## config.mk

```make
export PLATFORM = sky130hd
export DESIGN_NAME = i2c_target
export DESIGN_NICKNAME = d
export VERILOG_FILES = /design/src/rtl/i2c_pkg.sv /design/src/rtl/i2c_input_sync.sv /design/src/rtl/i2c_target.sv
export SDC_FILE = /design/constraint.sdc
export NUM_CORES = 1
export LEC_CHECK = 0
export CAP_MARGIN = 5
export CORE_AREA = 2 2 60 62
export CTS_CLUSTER_SIZE = 28
export DETAILED_ROUTE_END_ITERATION = 8
export DIE_AREA = 0 0 62 64
export PLACE_DENSITY = 0.78
export SETUP_SLACK_MARGIN = 0.05
export SYNTH_ARGS = -nofsm -noshare
export SYNTH_HDL_FRONTEND = slang
export SYNTH_SLANG_ARGS = --single-unit
export TNS_END_PERCENT = 5
```

## constraint.sdc

```tcl
create_clock -name clk_in -period 6.4 [get_ports clk_in]
set_input_delay 1.92 -clock clk_in [delete_from_list [all_inputs] [get_ports clk_in]]
set_output_delay 1.92 -clock clk_in [all_outputs]
set_load 0.1 [all_outputs]
```

## src/rtl/i2c_pkg.sv

```systemverilog
// i2c_pkg: state encoding and bus constants shared by the I2C target and master.
package i2c_pkg;
    localparam int I2C_ADDR_W = 7;
    localparam logic I2C_ACK = 1'b0;
    localparam logic I2C_NACK = 1'b1;
    localparam logic I2C_WR = 1'b0;
    localparam logic I2C_RD = 1'b1;
    typedef enum logic [2:0] {IDLE, ADDR, ADDR_ACK, WR_BYTE, WR_ACK, RD_BYTE, RD_ACK, IGNORE} i2c_state_t;
endpackage

```

## src/rtl/i2c_input_sync.sv

```systemverilog
// i2c_input_sync: 2-flop synchronizer with rise/fall pulses; I2C_TARGET_FILTER_EN adds a
// FILTER_LEN-cycle stability filter. Idles high so reset never fakes a bus edge.
module i2c_input_sync #(
    parameter int FILTER_LEN = 3
) (
    input  logic clk_in,
    input  logic resetn,
    input  logic din,
    output logic level,
    output logic rise,
    output logic fall
);
    logic [1:0] sync;
    logic prev;
    always_ff @(posedge clk_in or negedge resetn)
        if (!resetn) sync <= 2'b11;
        else sync <= {sync[0], din};
`ifdef I2C_TARGET_FILTER_EN
    logic [3:0] cnt;
    always_ff @(posedge clk_in or negedge resetn)
        if (!resetn) begin
            level <= 1'b1;
            cnt <= '0;
        end else if (sync[1] == level) cnt <= '0;
        else if (cnt == 4'(FILTER_LEN - 1)) begin
            level <= sync[1];
            cnt <= '0;
        end else cnt <= cnt + 4'd1;
`else
    assign level = sync[1];
`endif
    always_ff @(posedge clk_in or negedge resetn)
        if (!resetn) prev <= 1'b1;
        else prev <= level;
    assign rise = level & ~prev;
    assign fall = ~level & prev;
    if (FILTER_LEN < 1 || FILTER_LEN > 15) begin : g_bad_filter_len
        $error("FILTER_LEN must be within 1..15");
    end
endmodule

```

## src/rtl/i2c_target.sv

```systemverilog
// i2c_target: oversampling I2C target with write byte-strobe and read byte-request interfaces.
// Define I2C_TARGET_FILTER_EN to glitch-filter SCL/SDA for FILTER_LEN cycles.
module i2c_target
    import i2c_pkg::*;
#(
    parameter logic [I2C_ADDR_W-1:0] TARGET_ADDR = 7'h42,
    parameter int FILTER_LEN = 3
) (
    input  logic       clk_in,
    input  logic       resetn,
    input  logic       scl_in,
    input  logic       sda_in,
    output logic       sda_oe,
    output logic [7:0] rx_data,
    output logic       rx_valid,
    input  logic [7:0] tx_data,
    output logic       tx_req,
    output logic       start_det,
    output logic       stop_det,
    output logic       busy
);
    logic scl_s, scl_r, scl_f, sda_s, sda_r, sda_f;
    logic start, stop, addr_hit, full, rw, ack;
    logic [2:0] cnt;
    logic [7:0] sh;
    i2c_state_t state;

    i2c_input_sync #(.FILTER_LEN(FILTER_LEN)) u_scl (
        .clk_in(clk_in), .resetn(resetn), .din(scl_in), .level(scl_s), .rise(scl_r), .fall(scl_f)
    );
    i2c_input_sync #(.FILTER_LEN(FILTER_LEN)) u_sda (
        .clk_in(clk_in), .resetn(resetn), .din(sda_in), .level(sda_s), .rise(sda_r), .fall(sda_f)
    );

    assign start = scl_s & sda_f;
    assign stop = scl_s & sda_r;
    assign addr_hit = sh[7:1] == TARGET_ADDR && sh[7:1] != '0;
    // A byte is fetched in the same cycle it is loaded, so the request is combinational.
    assign tx_req = scl_f & ((state == ADDR_ACK && rw == I2C_RD) || (state == RD_ACK && ack == I2C_ACK));

    always_ff @(posedge clk_in or negedge resetn)
        if (!resetn) begin
            state <= IDLE;
            cnt <= '0;
            sh <= '0;
            full <= 1'b0;
            rw <= I2C_WR;
            ack <= I2C_NACK;
            sda_oe <= 1'b0;
            rx_data <= '0;
            rx_valid <= 1'b0;
            start_det <= 1'b0;
            stop_det <= 1'b0;
            busy <= 1'b0;
        end else begin
            rx_valid <= 1'b0;
            start_det <= 1'b0;
            stop_det <= 1'b0;
            if (start) begin
                state <= ADDR;
                cnt <= '0;
                full <= 1'b0;
                sda_oe <= 1'b0;
                busy <= 1'b0;
                start_det <= 1'b1;
            end else if (stop) begin
                state <= IDLE;
                full <= 1'b0;
                sda_oe <= 1'b0;
                busy <= 1'b0;
                stop_det <= 1'b1;
            end else
                case (state)
                    ADDR, WR_BYTE:
                        if (scl_r) begin
                            sh <= {sh[6:0], sda_s};
                            cnt <= cnt + 3'd1;
                            full <= cnt == 3'd7;
                            if (state == WR_BYTE && cnt == 3'd7) begin
                                rx_data <= {sh[6:0], sda_s};
                                rx_valid <= 1'b1;
                            end
                        // full marks the fall that ends the 8th bit, not the one after START
                        end else if (scl_f && full) begin
                            full <= 1'b0;
                            if (state == WR_BYTE) begin
                                state <= WR_ACK;
                                sda_oe <= 1'b1;
                            end else if (addr_hit) begin
                                state <= ADDR_ACK;
                                sda_oe <= 1'b1;
                                busy <= 1'b1;
                                rw <= sh[0];
                            end else state <= IGNORE;
                        end
                    ADDR_ACK:
                        if (scl_f) begin
                            cnt <= '0;
                            if (rw == I2C_WR) begin
                                state <= WR_BYTE;
                                sda_oe <= 1'b0;
                            end else begin
                                state <= RD_BYTE;
                                sh <= tx_data;
                                sda_oe <= ~tx_data[7];
                            end
                        end
                    WR_ACK:
                        if (scl_f) begin
                            state <= WR_BYTE;
                            sda_oe <= 1'b0;
                        end
                    RD_BYTE:
                        if (scl_f) begin
                            cnt <= cnt + 3'd1;
                            if (cnt == 3'd7) begin
                                state <= RD_ACK;
                                sda_oe <= 1'b0;
                            end else begin
                                sh <= {sh[6:0], 1'b0};
                                sda_oe <= ~sh[6];
                            end
                        end
                    RD_ACK:
                        if (scl_r) ack <= sda_s;
                        else if (scl_f) begin
                            if (ack == I2C_NACK) state <= IGNORE;
                            else begin
                                state <= RD_BYTE;
                                sh <= tx_data;
                                sda_oe <= ~tx_data[7];
                            end
                        end
                    default: ;
                endcase
        end
endmodule
```

==> results.cfg, run 1 <==
[route]
drc_errors = 0
wl_per_cell_um = 16.4
viasPerCell = 5.91
drt-initial-drc-count = 95
wl_mm = 4.05
dr.pass1.iters = 4
vias = 1460
postRouteAntennaNets = 0

[logic_synthesis]
ys.flop_type = dfrtp_1
synth-edff-count = 0
ys_ff_latch = 36
synth_top_area_frac = 0.389
ys_warn_count = 0
synth_top_cell_by_area = dfrtp_1
synth_area_leaders = dfrtp_1 39%, mux2_2 10%, dfstp_2 9.9%
synthCells = 176
synthArstFlopShare = 1.00
ys_seq_area_frac = 0.487
syn_avg_cell_area_um2 = 10.6
synth_cell_type_count = 45
syn_area_mm2 = 0.00187
synth_nets = 190

[cts]
cts-root-buf = clkbuf_4
cts_sinks = 36
cts_buffers = 5
clockBufferDepth = 2
cts_setup_buffers = 0
ctsHoldBuffers = 0
cts_tree = built
cts_resized = 0
clk_pin_slew_ns = 0.12
worstSkewPairLatency_ns = 0.34
htreeDepth = 2

[timing]
period_share = 0.744
finalHoldViolCount = 0
slew_violations = 0
max_freq_mhz = 210
worst_pin_slew_ns = 0.973
clock_skew_ns = 0.0141
setup_viol = 0
period_needed_ns = 4.76
relSlewSlack = 0.349
rsz0062_at_grt = no
fin_setup_tns_ns = 0

[floorplan]
initial_utilization = 0.568
die-height_um = 64
die-area_mm2 = 0.00397
core_mm2 = 0.00328
ioPinCount = 26
num_rows = 21
die_x_um = 62

[global_route]
grt_pass1_wl_mm = 6.75
grt_max_degree = 37
grt.overflow.total = 0
grt_usage = 0.232
antenna_found_initial = 0
grt_pass1_vias = 1399

[hold_path]
hold_path.class = flop to flop

[power_and_ir_drop]
power_density_mw_per_mm2 = 384
p_leak_uw = 0.00101
ir_worst_vdd_mv = 0.259

[placement]
io_buffers = 25
gp_congestion = 0.920
place_area_mm2 = 0.00214
dp_hpwl_mm = 2.89
dp_cells = 239

[final_layout]
syn_to_final_growth_pct = 21.3
final_layout_size_suffix_gt1_frac = 0.184
antenna_cells = 0
seq_area_um2 = 910
stdcell_area_mm2 = 0.00226
multiInputGateArea_um2 = 893
n_fill_cell = 265
finalNetCount = 214
stdcell_count = 247

[setup_path]
worstSetupStartpointType = flop
arrival_ns = 2.84
worstSetupPathType = flop to output port
required_ns = 4.48
crit_fanout = 22
crit_path_end_kind = output port

[status]
outcome = completed

[run]
cap_violations = 0
==> metal layers <==
metal,routed length [µm],track usage,share of wire,up-vias
met5,0,0,0,-
met4,38,0.0505,0.0094,0
met3,256,0.0607,0.063,5
met2,1930,0.339,0.48,57
met1,1830,0.344,0.45,716
li1,-,-,-,682
==> sequential cells by signal, indices dropped and copies added (netlist names), 2 cells and up <==
signal	cells
u_scl.sync	2
cnt	3
rx_data	8
sh	8
u_sda.sync	2
state	3
==> final cells by class <==
class,count,share of cell area
Inverter,5,0.00829
Tap cell,46,0.0254
Clock inverter,3,0.0398
Clock buffer,5,0.0166
Sequential cell,36,0.402
Timing Repair Buffer,26,0.114
Multi-Input combinational cell,126,0.394
==> path summary, 6_finish.rpt <==
path	from	end	slack (ns)	depth (start not counted)
setup / recovery	state[0]	tx_req	1.64	3
hold / removal	u_sda.sync[0]	u_sda.sync[1]	0.36	0
setup reg to reg	state[0]	sh[7]	3.72	4
hold reg to reg	u_sda.sync[0]	u_sda.sync[1]	0.36	0
max in group asynchronous	resetn	u_sda.sync[0]	4.06	2
min in group asynchronous	resetn	full	1.98	2
==> worst max-delay path, stage by stage, from the launching register on <==
cell and delay, ns:
dfrtp_1 0.66, nand2b_1 0.48, nor2_1 0.21, clkdlybuf4s50_1 1.15
==> where the power goes <==
group	internal, µW	switching, µW
combinational	131	159
clock	161	76.6
sequential	270	73.6
total	562	309
==> cells in the final DEF (no fill, tap or decap), types with 2 or more instances in the layout <==
cell	netlist	final
dfrtp_1	29	29
nand2_1	27	27
clkdlybuf4s50_1	0	25
mux2_2	17	17
o21ai_0	9	9
dfstp_2	7	7
a211oi_1	6	6
a21oi_1	6	6
inv_1	5	5
nor2_1	5	5
clkbuf_4	0	5
and3_1	4	4
nor2b_1	4	4
nand3_1	4	4
nand3b_1	3	3
nand2b_1	3	3
nor4bb_1	3	3
bufinv_16	0	3
and2b_1	2	2
xor2_1	2	2
o311ai_0	2	2
nor3_1	2	2
mux2i_1	2	2
nor3b_1	2	2
nand4_1	2	2
ha_1	2	2
==> through the flow <==
step / hold slack, ns / setup WS [ns] / utilization / total power (µW)
after floorplan: 0.345 / 2.29 / - / 565
after global placement: 0.346 / 2.11 / 0.651 / 626
after detailed placement: 0.349 / 2.04 / 0.651 / 636
after CTS: 0.365 / 1.65 / 0.690 / 874
after global routing: 0.370 / 1.53 / 0.690 / 926
final: 0.363 / 1.64 / 0.690 / 871
==> cells in the mapped netlist (all sizes together) (2+ instances only) <==
cell type,n
a211oi,7
a21oi,6
and2b,2
and3,4
buf,7
clkbuf,2
dfrtp,29
dfstp,7
ha,2
inv,5
mux2,17
mux2i,2
nand2,27
nand2b,3
nand3,4
nand3b,4
nand4,2
nor2,5
nor2b,4
nor3,2
nor3b,2
nor4bb,3
o21ai,10
o311ai,2
xor2,2
==> cells by family after synthesis <==
group,after synthesis,share of synthesized area
and+or+nand+nor,67,0.207
AOI/OAI and AO/OA,36,0.135
DFF,36,0.487
muxes,19,0.113
buffers and inverters,14,0.0342
xor gates and xnor gates,2,0.00939
adders and majority gates,2,0.0134
No activity file was read; power rests on OpenSTA's default activity.
==> inputs of run 2 (changes only) <==
--- a/config.mk
+++ b/config.mk
@@ -6,11 +6,11 @@
 export NUM_CORES = 1
 export LEC_CHECK = 0
 export CAP_MARGIN = 5
-export CORE_AREA = 2 2 60 62
+export CORE_AREA = 2 2 62 64
 export CTS_CLUSTER_SIZE = 28
 export DETAILED_ROUTE_END_ITERATION = 8
-export DIE_AREA = 0 0 62 64
-export PLACE_DENSITY = 0.78
+export DIE_AREA = 0 0 64 66
+export PLACE_DENSITY = 0.73
 export SETUP_SLACK_MARGIN = 0.05
 export SYNTH_ARGS = -nofsm -noshare
 export SYNTH_HDL_FRONTEND = slang
==> constraint.sdc (replaced) <==
create_clock -name clk_in -period 4.4 [get_ports clk_in]
set_input_delay 1.32 -clock clk_in [delete_from_list [all_inputs] [get_ports clk_in]]
set_output_delay 1.32 -clock clk_in [all_outputs]
set_load 0.1 [all_outputs]
==> results.cfg, run 2 (synthesized netlist as in run 1, its figures left out) <==
[power_and_ir_drop]
p_sw_uw = 438
power.share.clock = 0.166
power.share.combinational = 0.378
p_leak_uw = 0.000974
p_int_uw = 662
power_density_mw_per_mm2 = 501
swShare = 0.398
ir_worst_vdd_mv = 0.281
seqPwrFrac = 0.456

[cts]
clk_pin_slew_ns = 0.10
cts_sinks = 36
cts_buffers = 5
clockBufferDepth = 2
cts-root-buf = clkbuf_4
cts_tree = built
ctsHoldBuffers = 0
htreeDepth = 2
worstSkewPairLatency_ns = 0.34
cts_setup_buffers = 0
cts_resized = 0

[timing]
slew_violations = 0
rsz0062_at_grt = no
max_freq_mhz = 307
clock_skew_ns = 0.00964
period_share = 0.740
period_needed_ns = 3.25
worst_pin_slew_ns = 0.982
fin_setup_tns_ns = 0
setup_viol = 0
relSlewSlack = 0.343
finalHoldViolCount = 0

[placement]
dp_cells = 241
io_buffers = 25
dp_hpwl_mm = 2.91
gp_congestion = 0.900

[setup_path]
crit_path_end_kind = output port
crit_path_cell_trace = nor2b_1, o21ai_0, nor2_1, buf_4
worstSetupStartpointType = flop
path_buf_inv = 1
crit_fanout = 22
required_ns = 3.08
worstSetupPathType = flop to output port
arrival_ns = 1.93
cp_top_family = flip-flops
slowest_delay_ns = 0.78
cp_slowest_cell = dfrtp_1

[final_layout]
reg_top3 = rx_data x8, sh x8
final_layout_size_suffix_gt1_frac = 0.179
stdcell_count = 249
finalNetCount = 214
layout_commonest_cell = dfrtp_1
antenna_cells = 0
final_cell_mix = 29 x dfrtp_1, 27 x nand2_1, 24 x clkdlybuf4s50_1, 17 x mux2_2, 9 x o21ai_0
utilization = 0.618
syn_to_final_growth_pct = 17.6

[global_route]
grt_pass1_wl_mm = 6.89
grt_max_degree = 24
grt_pass1_vias = 1496
antenna_found_initial = 0
grt.overflow.total = 0
grt_usage = 0.213

[route]
wl_mm = 4.01
wl_per_cell_um = 16.1
postRouteAntennaNets = 0
viasPerCell = 5.79
vias = 1442
drc_errors = 0
drt-initial-drc-count = 95
dr.pass1.iters = 4

[hold_path]
hold_path.class = flop to flop

[floorplan]
die_x_um = 64
initial_utilization = 0.526
die-height_um = 66
ioPinCount = 26
die-area_mm2 = 0.00422
num_rows = 22
core_mm2 = 0.00355

[run]
cap_violations = 0

[status]
outcome = completed
-- run 2: final cells by class --
class	count	area, µm²
repair buffers	26	255
fillers	288	1360
flip-flops and latches	36	910
clock buffers	8	58.8
well taps	48	60.1
multi-input cells	126	893
inverters	5	18.8
-- run 2: worst reg2reg max path: stages (launching register included) --
cell and delay, ns:
dfrtp_1 0.63, nor2b_1 0.72, a211oi_1 0.25, a211oi_4 0.53
mux2_2 0.40
-- run 2: metal layers --
metal  vias to the layer above  wire [µm]  global-route usage  part of all wire
met5                         -          0                   0                 0
met4                         0         40               0.103             0.010
met3                         4        272              0.0545             0.068
met2                        56       1970               0.341              0.49
met1                       700       1730               0.268              0.43
li1                        682          -                   -                 -
-- run 2: path summary, 6_finish.rpt --
kind,end,from,slack (ns),depth (start not counted)
hold / removal,u_sda.sync[1],u_sda.sync[0],0.36,0
max in group asynchronous,start_det,resetn,2.36,2
hold reg to reg,u_sda.sync[1],u_sda.sync[0],0.36,0
setup reg to reg,sh[6],state[0],1.76,4
setup / recovery,tx_req,state[2],1.15,4
min in group asynchronous,rx_data[0],resetn,1.33,1
-- run 2: power groups by stage --
| stage | clock (µW) | sequential [µW] | combinational (µW) |
|---|---|---|---|
| global route | 200 | 514 | 460 |
| detailed placement | 0 | 505 | 414 |
| global placement | 0 | 496 | 401 |
| finish | 183 | 501 | 416 |
| CTS | 184 | 498 | 416 |
| floorplan | 0 | 470 | 353 |
-- run 2: through the flow --
stage | setup WS [ns] | hold slack (ns) | power [µW] | cell area [µm²]
global placement | 1.59 | 0.345 | 896 | 2140
finish | 1.15 | 0.362 | 1100 | 2200
CTS | 1.17 | 0.363 | 1100 | 2200
floorplan | 0.889 | 0.345 | 822 | 1870
detailed placement | 1.53 | 0.347 | 919 | 2140
global route | 1.01 | 0.370 | 1170 | 2200
==> inputs of run 3 (changes only) <==
==> constraint.sdc (replaced) <==
create_clock -name clk_in -period 3.4 [get_ports clk_in]
set_input_delay 1.02 -clock clk_in [delete_from_list [all_inputs] [get_ports clk_in]]
set_output_delay 1.02 -clock clk_in [all_outputs]
set_load 0.1 [all_outputs]
==> results.cfg, run 3 (synthesized netlist as in run 1, its figures left out) <==
[status]
outcome = completed

[global_route]
grt_max_degree = 27
grt.overflow.total = 0
grt_pass1_wl_mm = 6.76
grt_pass1_vias = 1427
grt_usage = 0.213
antenna_found_initial = 0

[timing]
worst_pin_slew_ns = 0.690
rsz0062_at_grt = no
finalHoldViolCount = 0
setup_viol = 0
period_needed_ns = 2.94
setup_slack_ns = 0.461
relSlewSlack = 0.539
fin_setup_tns_ns = 0
slew_violations = 0
period_share = 0.865
max_freq_mhz = 340
clock_skew_ns = 0.0143

[floorplan]
die-height_um = 66
num_rows = 22
die_x_um = 64
ioPinCount = 26
core_mm2 = 0.00355
die-area_mm2 = 0.00422
initial_utilization = 0.526

[route]
wl_mm = 3.97
wl_per_cell_um = 15.9
postRouteAntennaNets = 0
viasPerCell = 5.80
vias = 1449
drc_errors = 0
drt-initial-drc-count = 116
dr.pass1.iters = 4

[final_layout]
finalNetCount = 215
reg_top3 = rx_data x8, sh x8
syn_to_final_growth_pct = 17.4
n_fill_cell = 291
antenna_cells = 0
final_cell_mix = 29 x dfrtp_1, 27 x nand2_1, 17 x mux2_2, 16 x buf_4, 11 x clkdlybuf4s50_1
utilization = 0.617
seq_area_um2 = 910
layout_commonest_cell = dfrtp_1
multiInputGateArea_um2 = 893
final_layout_size_suffix_gt1_frac = 0.257
stdcell_area_mm2 = 0.00219

[setup_path]
crit_fanout = 22
worstSetupStartpointType = flop
slowest_delay_ns = 0.73
arrival_ns = 1.92
required_ns = 2.38
cp_slowest_cell = dfrtp_1
crit_path_cell_trace = nor2b_1, o21ai_0, nor2_1, buf_4
worstSetupPathType = flop to output port
crit_path_end_kind = output port

[run]
cap_violations = 0

[cts]
cts_tree = built
cts_setup_buffers = 0
htreeDepth = 2
cts_resized = 0
cts-root-buf = clkbuf_4
clockBufferDepth = 2
cts_sinks = 36
worstSkewPairLatency_ns = 0.35
ctsHoldBuffers = 0
cts_buffers = 5
clk_pin_slew_ns = 0.12

[placement]
pre_cts_ws_ns = 0.866
place_area_mm2 = 0.00211
gp_congestion = 0.970
dp_hpwl_mm = 2.87
io_buffers = 25

[hold_path]
hold_path.class = flop to flop

[power_and_ir_drop]
power_density_mw_per_mm2 = 680
ir_worst_vdd_mv = 0.434
p_leak_uw = 0.00101
==> run 3: cell count changes in the layout (fill, tap and decap cells not counted), sizes merged <==
cell           before  now
clkbuf              8    5
buf                 2   16
clkinv              0    1
clkinvlp            0    1
bufinv              0    1
clkdlybuf4s50      24   11
==> run 3: cell type report <==
| cell class | count | share of cell area |
|---|---|---|
| sequential | 36 | 0.415 |
| multi-input combinational | 126 | 0.408 |
| timing repair buffer | 27 | 0.105 |
| tap | 48 | 0.0274 |
| clock inverter | 3 | 0.0194 |
| clock buffer | 5 | 0.0171 |
| inverter | 5 | 0.00856 |
==> run 3: layer usage <==
layer | track usage | vias to the layer above | share of wire
met2 | 0.327 | 55 | 0.47
met3 | 0.0528 | 8 | 0.057
met4 | 0.106 | 0 | 0.019
li1 | - | 682 | -
met1 | 0.280 | 704 | 0.45
met5 | 0 | - | 0
==> run 3: stage by stage <==
step	total power (µW)	std cells	hold WS [ns]
finish	1490	250	0.368
global route	1590	250	0.376
CTS	1490	250	0.369
detailed placement	1190	242	0.348
global placement	1180	242	0.346
floorplan	1060	176	0.345
==> run 3: worst max-delay path: cells and delay by family, from the launching register on <==
kind,cells,cell delay (ns)
compound gates,1,0.18
simple gates,2,0.36
flops,1,0.73
buf+inv,1,0.31
==> run 3: power breakdown <==
group / internal [µW] / switching (µW) / total [µW]
combinational: 251 / 313 / 564
sequential: 508 / 116 / 624
clock: 153 / 149 / 302
==> run 3: worst paths after layout <==
| kind | from | to | slack, ns | cells after the start |
|---|---|---|---|---|
| setup / recovery | state[2] | tx_req | 0.46 | 4 |
| hold / removal | u_sda.sync[0] | u_sda.sync[1] | 0.37 | 0 |
| setup reg to reg | state[1] | sh[7] | 0.91 | 4 |
| hold reg to reg | u_sda.sync[0] | u_sda.sync[1] | 0.37 | 0 |
| max in group asynchronous | resetn | cnt[2] | 1.73 | 2 |
| min in group asynchronous | resetn | busy | 0.96 | 1 |
